## src/rtl/store_buffer.sv

```systemverilog
// In-order store buffer between the core store port and the wishbone store unit; optional load-hazard compare under STORE_BUFFER_HAZARD_EN.
// Latency: a pushed store reaches the head outputs the next cycle; a pop on valid_i shows the next head the next cycle.
// Backpressure: st_ready_o drops while DEPTH entries are pending, and a pop in the same cycle does not lift it.
module store_buffer #(
    parameter int DEPTH = 4
) (
    input  logic        clk,
    input  logic        rstn_i,
    input  logic        st_req_i,
    input  logic [31:0] st_addr_i,
    input  logic [31:0] st_data_i,
    input  logic [1:0]  st_size_i,
    output logic        st_ready_o,
    output logic        st_err_o,
    output logic        empty_o,
    input  logic [31:0] ld_addr_i,
    output logic        ld_hit_o,
    output logic        write_o,
    output logic [31:0] addr_o,
    output logic [31:0] data_o,
    output logic [3:0]  we_o,
    input  logic        valid_i
);
    localparam int PW = $clog2(DEPTH);
    localparam int CW = PW + 1;

    logic [29:0]   mem_addr [DEPTH];
    logic [31:0]   mem_data [DEPTH];
    logic [3:0]    mem_we   [DEPTH];

    logic [PW-1:0] wr_ptr;
    logic [PW-1:0] rd_ptr;
    logic [CW-1:0] count;

    logic          legal;
    logic [3:0]    al_we;
    logic [31:0]   al_data;
    logic          push;
    logic          pop;
    logic          err_q;

    // Byte lane placement and legality of the incoming request.
    always_comb begin
        legal   = 1'b0;
        al_we   = 4'b0000;
        al_data = st_data_i;
        case (st_size_i)
            2'b00: begin
                legal   = 1'b1;
                al_we   = 4'b0001 << st_addr_i[1:0];
                al_data = {4{st_data_i[7:0]}};
            end
            2'b01: begin
                legal   = ~st_addr_i[0];
                al_we   = 4'b0011 << st_addr_i[1:0];
                al_data = {2{st_data_i[15:0]}};
            end
            2'b10: begin
                legal   = (st_addr_i[1:0] == 2'b00);
                al_we   = 4'b1111;
                al_data = st_data_i;
            end
            default: begin
                legal   = 1'b0;
                al_we   = 4'b0000;
                al_data = st_data_i;
            end
        endcase
    end

    assign st_ready_o = (count != CW'(DEPTH));
    assign push       = st_req_i && st_ready_o && legal;
    assign pop        = valid_i && (count != '0);

    always_ff @(posedge clk or negedge rstn_i) begin
        if (!rstn_i) begin
            wr_ptr <= '0;
            rd_ptr <= '0;
            count  <= '0;
            err_q  <= 1'b0;
        end else begin
            err_q <= st_req_i && st_ready_o && !legal;
            if (push) wr_ptr <= wr_ptr + 1'b1;
            if (pop)  rd_ptr <= rd_ptr + 1'b1;
            if (push && !pop)      count <= count + 1'b1;
            else if (pop && !push) count <= count - 1'b1;
        end
    end

    // Entry storage needs no reset: contents are only observed while counted valid.
    always_ff @(posedge clk) begin
        if (push) begin
            mem_addr[wr_ptr] <= st_addr_i[31:2];
            mem_data[wr_ptr] <= al_data;
            mem_we[wr_ptr]   <= al_we;
        end
    end

    assign st_err_o = err_q;
    assign empty_o  = (count == '0);
    assign write_o  = !empty_o;
    assign addr_o   = write_o ? {mem_addr[rd_ptr], 2'b00} : 32'h0;
    assign data_o   = write_o ? mem_data[rd_ptr] : 32'h0;
    assign we_o     = write_o ? mem_we[rd_ptr] : 4'h0;

`ifdef STORE_BUFFER_HAZARD_EN
    logic          hit;
    logic [PW-1:0] rel;
    logic [1:0]    unused_ld;

    // An entry is live when its distance from the head is below count.
    always_comb begin
        hit = 1'b0;
        rel = '0;
        for (int i = 0; i < DEPTH; i++) begin
            rel = PW'(i) - rd_ptr;
            if (({1'b0, rel} < count) && (mem_addr[i] == ld_addr_i[31:2]))
                hit = 1'b1;
        end
    end

    assign ld_hit_o  = hit;
    assign unused_ld = ld_addr_i[1:0];
`else
    logic [31:0] unused_ld;

    assign ld_hit_o  = 1'b0;
    assign unused_ld = ld_addr_i;
`endif

endmodule

```

## config.mk

```make
export PLATFORM = sky130hd
export DESIGN_NAME = store_buffer
export DESIGN_NICKNAME = d
export VERILOG_FILES = /design/src/rtl/store_buffer.sv
export SDC_FILE = /design/constraint.sdc
export NUM_CORES = 1
export LEC_CHECK = 0
export ABC_AREA = 0
export CAP_MARGIN = 10
export CORE_MARGIN = 2
export CORE_UTILIZATION = 45
export CTS_CLUSTER_SIZE = 40
export DETAILED_ROUTE_END_ITERATION = 8
export GPL_TIMING_DRIVEN = 0
export PLACE_DENSITY = 0.66
export SKIP_CTS_REPAIR_TIMING = 1
export SLEW_MARGIN = 20
export SYNTH_ARGS = -nofsm -noshare
export SYNTH_HDL_FRONTEND = slang
export SYNTH_SLANG_ARGS = --single-unit
```

## constraint.sdc

```tcl
create_clock -name clk -period 3.9 [get_ports clk]
set_clock_uncertainty 0.2 [all_clocks]
set_input_delay 0.78 -clock clk [delete_from_list [all_inputs] [get_ports clk]]
set_output_delay 0.78 -clock clk [all_outputs]
set_load 0.03 [all_outputs]
```

# ---- After elaboration in Yosys (flattened, before gate mapping)
# Memories as Yosys holds them, arrays and structs flattened.
# Index checks and enable logic that the tools add are counted.
dict set report op_classes {
  n_shift 2
  reduce_logical 15
  addsub 4
  bitwise_logic 1
  mux 10
  eq_ne 3
}
# operator n
set ops {}
lappend ops {{$mux W32} 2}
lappend ops {{$pmux W32 S2} 1}
lappend ops {{$pmux W4 S3} 1}
lappend ops {{$logic_and A1 B1 Y1} 6}
lappend ops {{$mux W3} 2}
lappend ops {{$add A2 B1 Y2 const B} 2}
lappend ops {{$logic_not A1 Y1} 4}
lappend ops {{$logic_not A2 Y1} 2}
lappend ops {{$mux W4} 1}
lappend ops {{$shl A1 B2 Y4 const A} 1}
lappend ops {{$shl A2 B2 Y4 const A} 1}
lappend ops {{$add A3 B1 Y3 const B} 1}
lappend ops {{$logic_not A3 Y1} 1}
lappend ops {{$ne A3 B3 Y1 const B} 1}
lappend ops {{$pmux W1 S3} 1}
lappend ops {{$reduce_bool A3 Y1} 1}
lappend ops {{$sub A3 B1 Y3 const B} 1}
lappend ops {{$eq A2 B1 Y1 const B} 1}
lappend ops {{$eq A2 B2 Y1 const B} 1}
lappend ops {{$mux W1} 2}
lappend ops {{$reduce_bool A2 Y1} 1}
lappend ops {{$not A1 Y1} 1}
dict set report totals {
  n_memories 3
  register_bits 8
  inputBits 102
  mem_bits_rw 264
  output_inout_bits 73
}
# memory depth word_bits rd rd_clocked_by_memory_dff wr line_no
set memory_table {}
lappend memory_table {mem_data 4 32 1 0 1 28} ;# logic [31:0] mem_data [DEPTH];
lappend memory_table {mem_addr 4 30 1 0 1 27} ;# logic [29:0] mem_addr [DEPTH];
lappend memory_table {mem_we 4 4 1 0 1 29} ;# logic [3:0] mem_we [DEPTH];

# ---- Logic depth before layout (Yosys ltp)
# Gate-level depths: netlist of run 1.
dict set report logic_depth {
  ltp_word 7
  depth_mapped 10
}

# ---- Least setup slack after synthesis of run 1
# Ideal clock, no wire load.
dict set report synth_timing {
  kind {input to register}
  startpoint {input st_size_i[0]}
  endpoint {memory mem_addr[0][0], enable pin}
  arrival_time_ps 3022
  setup_slack_ps 247
  stages 4
  path_buffers 1
  cell_sequence {buf_2 > nor3_1 > o211a_2 > and2_1}
}
dict set report synth_via {
  elab_chain_cells 5
  word_cells_on_any_way 7
}
# item line_no
set synth_lines {}
lappend synth_lines {{from (decl)} 12} ;# input logic [1:0] st_size_i,
lappend synth_lines {{$eq A2 B2 Y1, or another cell as far along} 47} ;# case (st_size_i)
lappend synth_lines {{$pmux W1 S3 *} 47}
lappend synth_lines {{$logic_and A1 B1 Y1 *} 72} ;# assign push = st_req_i && st_ready_o && legal;
lappend synth_lines {{via push} 38} ;# logic push;
lappend synth_lines {{$mux W1 *} 92} ;# if (push) begin
lappend synth_lines {{$mux W1 (not written as such) *} 93} ;# mem_addr[wr_ptr] <= st_addr_i[31:2];
lappend synth_lines {{to (decl)} 27}
# Mark *: on every way through the listed nets, which the timed path passes. The rest lies on a longest branch.

# ---- Worst setup path after layout of run 1
dict set report layout_timing {
  startpoint {register count[0]}
  endpoint {output data_o[10]}
}
dict set report layout_via {
  elab_chain_cells 2
}
# item line_no
set layout_lines {}
lappend layout_lines {{from (decl)} 33} ;# logic [CW-1:0] count;
lappend layout_lines {{from (signal assigned)} 85} ;# if (push && !pop) count <= count + 1'b1;
lappend layout_lines {{from (signal assigned)} 86} ;# else if (pop && !push) count <= count - 1'b1;
lappend layout_lines {{$logic_not A3 Y1} 100} ;# assign empty_o = (count == '0);
lappend layout_lines {{$mux W32} 103} ;# assign data_o = write_o ? mem_data[rd_ptr] : 32'h0;
lappend layout_lines {{to (decl)} 20} ;# output logic [31:0] data_o,
# No other way between the ends.

==> impl_metrics.prom, run 1 <==
# TYPE chip_impl_metric gauge
chip_impl_info{name="synth_ff_type",value="edfxtp_1"} 1
chip_impl_info{name="critPathLaunchType",value="flip-flop"} 1
chip_impl_metric{name="netlist_area",unit="um2"} 10900
chip_impl_metric{name="postSynthAreaPerCell",unit="um2"} 21.0
chip_impl_metric{name="multi_input_area",unit="um2"} 2560
chip_impl_metric{name="number_of_standard_cells_in_the_layout_taps_in_and_fillers_out",unit=""} 1030
chip_impl_metric{name="fin_crit_sh",unit=""} 0.960
chip_impl_metric{name="die_height",unit="um"} 160
chip_impl_metric{name="die-area",unit="um2"} 25500
chip_impl_metric{name="max-cap-violations",unit=""} 0
chip_impl_metric{name="met1_length",unit="um"} 9670
chip_impl_metric{name="timing.final.setup_violations",unit=""} 0
chip_impl_metric{name="overflow",unit=""} 0
chip_impl_metric{name="grt_pass1_vias",unit=""} 5995
chip_impl_metric{name="power.static_leakage",unit="nW"} 4.51
chip_impl_metric{name="worst-slew-pin-transition",unit="ps"} 750
chip_impl_info{name="worst_setup_path_end_kind",value="primary output"} 1
chip_impl_metric{name="clk_path_buf_depth",unit=""} 3
chip_impl_metric{name="synth.yosys.warnings",unit=""} 0
chip_impl_metric{name="layout.area.seq",unit="um2"} 8130
chip_impl_info{name="synth_area_leaders",value="edfxtp_1, mux4_2, and2_1"} 1
chip_impl_metric{name="irDropWorstVdd",unit="V"} 0.000506
chip_impl_metric{name="dpl_hpwl",unit="um"} 14400
chip_impl_metric{name="place.port_buffers",unit=""} 138
chip_impl_metric{name="post-route-min-period",unit="ps"} 3750
chip_impl_metric{name="cts_inserted_buffers",unit=""} 28
chip_impl_info{name="worstSetupPathType",value="reg -> out"} 1
chip_impl_info{name="cts_root_buffer",value="clkbuf_16"} 1
chip_impl_metric{name="antenna_left",unit=""} 0
chip_impl_metric{name="met2WireLength",unit="um"} 11100
chip_impl_metric{name="maxClockFrequency",unit="MHz"} 267
chip_impl_metric{name="nFillCells",unit=""} 1817
chip_impl_metric{name="groute.usage.overall",unit=""} 0.179
chip_impl_metric{name="drt-pass1-iter-count",unit=""} 4
chip_impl_metric{name="synth_cells",unit=""} 518
chip_impl_metric{name="synthDistinctLibCells",unit=""} 32
chip_impl_metric{name="share_of_the_core_filled_with_cells_in_the_final_layout",unit=""} 0.581
chip_impl_metric{name="drt_wl_total",unit="um"} 22600
chip_impl_metric{name="via_count",unit=""} 5444
chip_impl_metric{name="power.density_cell_area",unit="nW/um2"} 780
chip_impl_info{name="rsz0062_at_grt",value="no"} 1
chip_impl_info{name="route.top_layer_used",value="met4"} 1
chip_impl_metric{name="final_hold_viol_count",unit=""} 0
chip_impl_metric{name="setup_ws",unit="ps"} 155
chip_impl_info{name="netlist_top_cells_count",value="edfxtp_1, and2_1, mux4_2"} 1
chip_impl_metric{name="antennaDiodeCount",unit=""} 0
chip_impl_metric{name="initial_core_util",unit=""} 0.461
chip_impl_metric{name="synth_top_cell_area_share",unit=""} 0.728
chip_impl_metric{name="core_region_area",unit="um2"} 23600
chip_impl_metric{name="die_w",unit="um"} 160
chip_impl_info{name="run_status",value="complete, no violations"} 1
chip_impl_metric{name="synth-edff-count",unit=""} 264
chip_impl_info{name="tritoncts_clock_tree",value="yes"} 1
chip_impl_metric{name="drt_iter0_drc",unit=""} 379
chip_impl_metric{name="worstPathMaxFanout",unit=""} 10
chip_impl_metric{name="area_growth",unit="%"} 25.9
chip_impl_metric{name="timing.critical_path.required",unit="ps"} 2920
chip_impl_metric{name="layout-drive-gt1-share",unit=""} 0.212
chip_impl_metric{name="ctsHtreeMaxLevel",unit=""} 1
chip_impl_metric{name="final.hold.worst_slack",unit="ps"} 282
chip_impl_metric{name="met3_wirelength",unit="um"} 1450
chip_impl_info{name="yosys.cell_count.top_type",value="edfxtp_1"} 1
chip_impl_metric{name="std_cell_rows",unit=""} 56
chip_impl_metric{name="pre_cts_slack",unit="ps"} 482
chip_impl_metric{name="num-nets-final",unit=""} 799
chip_impl_metric{name="seq_area_frac_synth",unit=""} 0.746
chip_impl_metric{name="antenna_found_initial",unit=""} 0
chip_impl_info{name="worst_hold_path_type",value="reg -> reg"} 1
chip_impl_metric{name="post_route_drc_violation_count",unit=""} 0
chip_impl_info{name="leading_area_contributor_after_synthesis",value="edfxtp_1"} 1
chip_impl_metric{name="final-max-slew-violation-count",unit=""} 0
chip_impl_metric{name="max-slew-margin-rel",unit=""} 0.500
chip_impl_metric{name="clkLatencyLatePin",unit="ps"} 520
chip_impl_metric{name="ys_seq_elements",unit=""} 272
chip_impl_metric{name="vias_per_cell",unit=""} 5.29
chip_impl_metric{name="wl_per_cell",unit="um"} 22.0
chip_impl_metric{name="timing.critical_path.arrival",unit="ps"} 2770
chip_impl_metric{name="clkTransAtPathRegs",unit="ps"} 60
chip_impl_metric{name="post-place-cells",unit=""} 981
chip_impl_metric{name="routabilityCongestion",unit=""} 0.772
chip_impl_metric{name="clock_sinks",unit=""} 272
chip_impl_metric{name="design.portCount",unit=""} 175
chip_impl_metric{name="totalNegativeSetupSlack",unit="ps"} 0
chip_impl_metric{name="ys_async_sr_fraction",unit=""} 0.0294
chip_impl_metric{name="grt_pass1_wl",unit="um"} 34800
chip_impl_metric{name="grt_max_degree",unit=""} 37
[cells in the final DEF, fill, tap and decap left out, drive strengths merged, types with 10 or more instances in the layout]
master	Yosys	final
and2	70	70
mux2	19	19
nand2	11	11
clkdlybuf4s50	0	138
o21ai	10	10
buf	20	24
mux4	66	66
edfxtp	264	264
mux2i	10	10
clkbuf	11	46
[worst max-delay path, stage by stage, from the launching register on]
cell             delay, ps
dfrtp_1                430
or3_1                  430
clkbuf_1               430
and2_1                 260
clkdlybuf4s50_1        690
[kinds of logic (layout without fill, tap and decap cells)]
family / count (synthesis) / in the layout / synth area share
AO/OA/AOI/OAI: 14 / 14 / 0.00735
XOR/XNOR: 6 / 6 / 0.00483
adder cells (fa/ha/maj): 6 / 6 / 0.00758
buffers and inverters: 35 / 226 / 0.0199
flip-flops: 272 / 272 / 0.746
multiplexers: 95 / 95 / 0.165
other: 1 / 3 / 0.000344
AND/OR/NAND/NOR: 89 / 89 / 0.0483
[power breakdown]
| part | internal, mW | leakage (nW) | total, mW | switching (mW) |
|---|---|---|---|---|
| registers | 3.56 | 2.49 | 3.64 | 0.0858 |
| logic | 1.99 | 1.56 | 4.32 | 2.33 |
| clock network | 1.68 | 0.461 | 2.73 | 1.04 |
[flip-flops by register name, summed over array words and instances, names as in the netlist]
name,count
count,3
mem_addr,120
mem_data,128
mem_we,16
rd_ptr,2
st_err_o,1
wr_ptr,2
[worst paths after layout]
path                            slack [ps]         end     start  cells past startpoint
min in group asynchronous              340   rd_ptr[1]    rstn_i                      1
max in group asynchronous             2900   wr_ptr[1]    rstn_i                      1
worst min-delay path                   280    count[2]  count[2]                      1
worst max-delay path                   150  data_o[10]  count[0]                      4
worst max register to register        1010    count[2]  count[0]                      9
worst min register to register         280    count[2]  count[2]                      1
[layer usage]
layer  vias up  global-route usage
li1       2416                   -
met1      2805               0.247
met2       192               0.302
met3        31              0.0357
met4         0              0.0360
met5         -                   0
[cell type report]
| type | count | area share |
|---|---|---|
| flip-flops and latches | 272 | 0.593 |
| multi-input cells | 213 | 0.187 |
| inverters | 4 | 0.00110 |
| plain buffers | 30 | 0.0144 |
| clock inverters | 14 | 0.0141 |
| well taps | 319 | 0.0291 |
| clock buffers | 36 | 0.0549 |
| repair buffers | 142 | 0.107 |
[stage by stage]
step	power [mW]	cell area, um2
after floorplan	6.47	10900
after global placement	8.03	12700
after detailed placement	8.09	12800
after CTS	10.8	13700
after global routing	11.2	13700
final	10.7	13700
(Power assumes the default switching activity.)
==> run 2: changes to the inputs <==
- SETUP_SLACK_MARGIN: unset -> 0.4
==> impl_metrics.prom, run 2 (synthesis results as in run 1) <==
# TYPE chip_impl_metric gauge
chip_impl_info{name="run_status",value="complete, no violations"} 1
chip_impl_metric{name="power.static_leakage",unit="nW"} 5.25
chip_impl_metric{name="num-nets-final",unit=""} 801
chip_impl_metric{name="via_count",unit=""} 5490
chip_impl_metric{name="design.portCount",unit=""} 175
chip_impl_metric{name="drt_wl_total",unit="um"} 22700
chip_impl_metric{name="layout.area.seq",unit="um2"} 8130
chip_impl_metric{name="post-route-min-period",unit="ps"} 3590
chip_impl_metric{name="number_of_standard_cells_in_the_layout_taps_in_and_fillers_out",unit=""} 1031
chip_impl_metric{name="fin_total_pwr",unit="mW"} 10.6
chip_impl_metric{name="irDropWorstVdd",unit="V"} 0.000453
chip_impl_metric{name="final-max-slew-violation-count",unit=""} 0
chip_impl_metric{name="std_cell_rows",unit=""} 56
chip_impl_metric{name="nFillCells",unit=""} 1762
chip_impl_metric{name="critPathBufInv",unit=""} 3
chip_impl_metric{name="worstPathMaxFanout",unit=""} 10
chip_impl_metric{name="die_height",unit="um"} 160
chip_impl_info{name="worst_hold_path_type",value="reg -> reg"} 1
chip_impl_metric{name="initial_core_util",unit=""} 0.461
chip_impl_metric{name="routabilityCongestion",unit=""} 0.786
chip_impl_metric{name="post_route_drc_violation_count",unit=""} 0
chip_impl_info{name="tritoncts_clock_tree",value="yes"} 1
chip_impl_metric{name="grt_max_degree",unit=""} 43
chip_impl_metric{name="grt_pass1_vias",unit=""} 5905
chip_impl_metric{name="drt_iter0_drc",unit=""} 336
chip_impl_metric{name="clock_sinks",unit=""} 272
chip_impl_metric{name="ctsHtreeMaxLevel",unit=""} 1
chip_impl_metric{name="power.density_cell_area",unit="nW/um2"} 759
chip_impl_info{name="worst_setup_path_end_kind",value="primary output"} 1
chip_impl_metric{name="core_region_area",unit="um2"} 23600
chip_impl_metric{name="clk_path_buf_depth",unit=""} 3
chip_impl_metric{name="max-slew-margin-rel",unit=""} 0.509
chip_impl_metric{name="post-place-cells",unit=""} 981
chip_impl_info{name="top_register_by_number_of_flip_flops",value="mem_data"} 1
chip_impl_metric{name="largest_register_ff_count",unit=""} 128
chip_impl_info{name="cts_root_buffer",value="clkbuf_16"} 1
chip_impl_metric{name="fin_area",unit="um2"} 13900
chip_impl_metric{name="grt_pass1_wl",unit="um"} 34800
chip_impl_metric{name="totalNegativeSetupSlack",unit="ps"} 0
chip_impl_info{name="worstPathCellList",value="or3_1 -> clkbuf_2 -> buf_2 -> and2_1 -> clkdlybuf4s50_1"} 1
chip_impl_metric{name="min_delay_path_depth",unit=""} 1
chip_impl_metric{name="clkLatencyLatePin",unit="ps"} 520
chip_impl_metric{name="max-cap-violations",unit=""} 0
chip_impl_metric{name="dpl-instance-area",unit="um2"} 12800
chip_impl_metric{name="layout-drive-gt1-share",unit=""} 0.230
chip_impl_metric{name="drt-pass1-iter-count",unit=""} 5
chip_impl_metric{name="worst-slew-pin-transition",unit="ps"} 736
chip_impl_metric{name="overflow",unit=""} 0
chip_impl_metric{name="clkTransAtPathRegs",unit="ps"} 60
chip_impl_info{name="critPathLaunchType",value="flip-flop"} 1
chip_impl_metric{name="area_growth",unit="%"} 27.7
chip_impl_metric{name="fin_crit_sh",unit=""} 0.921
chip_impl_info{name="rsz0062_at_grt",value="yes"} 1
chip_impl_metric{name="share_of_the_core_filled_with_cells_in_the_final_layout",unit=""} 0.589
chip_impl_info{name="worstSetupPathType",value="reg -> out"} 1
chip_impl_info{name="layout.cells.most_common_list",value="edfxtp_1, clkdlybuf4s50_1, dlymetal6s2s_1"} 1
chip_impl_metric{name="timing.critical_path.arrival",unit="ps"} 2610
chip_impl_metric{name="crit_cells",unit=""} 5
chip_impl_info{name="critical_path.top_delay_family",value="buffers and inverters"} 1
chip_impl_metric{name="place.port_buffers",unit=""} 138
chip_impl_metric{name="antenna_left",unit=""} 0
chip_impl_metric{name="maxClockFrequency",unit="MHz"} 278
chip_impl_info{name="cp_slowest_cell",value="clkdlybuf4s50_1"} 1
chip_impl_metric{name="timing.critical_path.slowest_cell_delay",unit="ps"} 610
chip_impl_metric{name="die-area",unit="um2"} 25500
chip_impl_metric{name="vias_per_cell",unit=""} 5.32
chip_impl_metric{name="rr_worst_depth",unit=""} 10
chip_impl_metric{name="groute.usage.overall",unit=""} 0.179
chip_impl_metric{name="multi_input_area",unit="um2"} 2560
chip_impl_metric{name="timing.critical_path.required",unit="ps"} 2920
chip_impl_metric{name="timing.final.setup_violations",unit=""} 0
chip_impl_metric{name="final_hold_viol_count",unit=""} 0
chip_impl_info{name="layout.cells.most_common",value="edfxtp_1"} 1
chip_impl_metric{name="antenna_found_initial",unit=""} 0
chip_impl_metric{name="wl_per_cell",unit="um"} 22.0
chip_impl_metric{name="cts_inserted_buffers",unit=""} 29
chip_impl_metric{name="die_w",unit="um"} 160
chip_impl_info{name="reg.largest.list",value="mem_data: 128 flops, mem_addr: 120 flops, mem_we: 16 flops"} 1
chip_impl_metric{name="antennaDiodeCount",unit=""} 0
chip_impl_metric{name="dpl_hpwl",unit="um"} 14100
-- run 2: power breakdown --
part	switching, mW	internal [mW]	leakage [nW]
Sequential	0.0878	3.56	2.49
Combinational	2.32	1.94	2.30
Clock	1.05	1.61	0.458
Total	3.46	7.10	5.25
-- run 2: final cells by class --
| cell class | instances | share of cell area |
|---|---|---|
| tap | 319 | 0.0287 |
| buffer | 31 | 0.0165 |
| inverter | 4 | 0.00108 |
| timing repair buffer | 142 | 0.119 |
| clock buffer | 37 | 0.0565 |
| sequential | 272 | 0.584 |
| clock inverter | 13 | 0.0101 |
| multi-input combinational | 213 | 0.184 |
-- run 2: final timing paths --
| path | slack (ps) | startpoint | to |
|---|---|---|---|
| max | 310 | count[1] | data_o[10] |
| min | 290 | count[2] | count[2] |
| max reg2reg | 1150 | count[1] | count[2] |
| min reg2reg | 290 | count[2] | count[2] |
| max in group asynchronous | 2880 | rstn_i | wr_ptr[1] |
| min in group asynchronous | 340 | rstn_i | rd_ptr[1] |
-- run 2: metrics by stage --
step | worst slack (ps) | hold slack [ps]
CTS | -57.1 | 292
global placement | -171 | 263
detailed placement | 489 | 280
global route | 209 | 308
floorplan | 970 | 246
finish | 308 | 287
-- run 2: metal layers --
| metal | up-vias | share of wire | global-route usage |
|---|---|---|---|
| li1 | 2420 | - | - |
| met1 | 2860 | 0.43 | 0.244 |
| met2 | 182 | 0.49 | 0.299 |
| met3 | 28 | 0.069 | 0.0406 |
| met4 | 0 | 0.013 | 0.0384 |
| met5 | - | 0 | 0 |
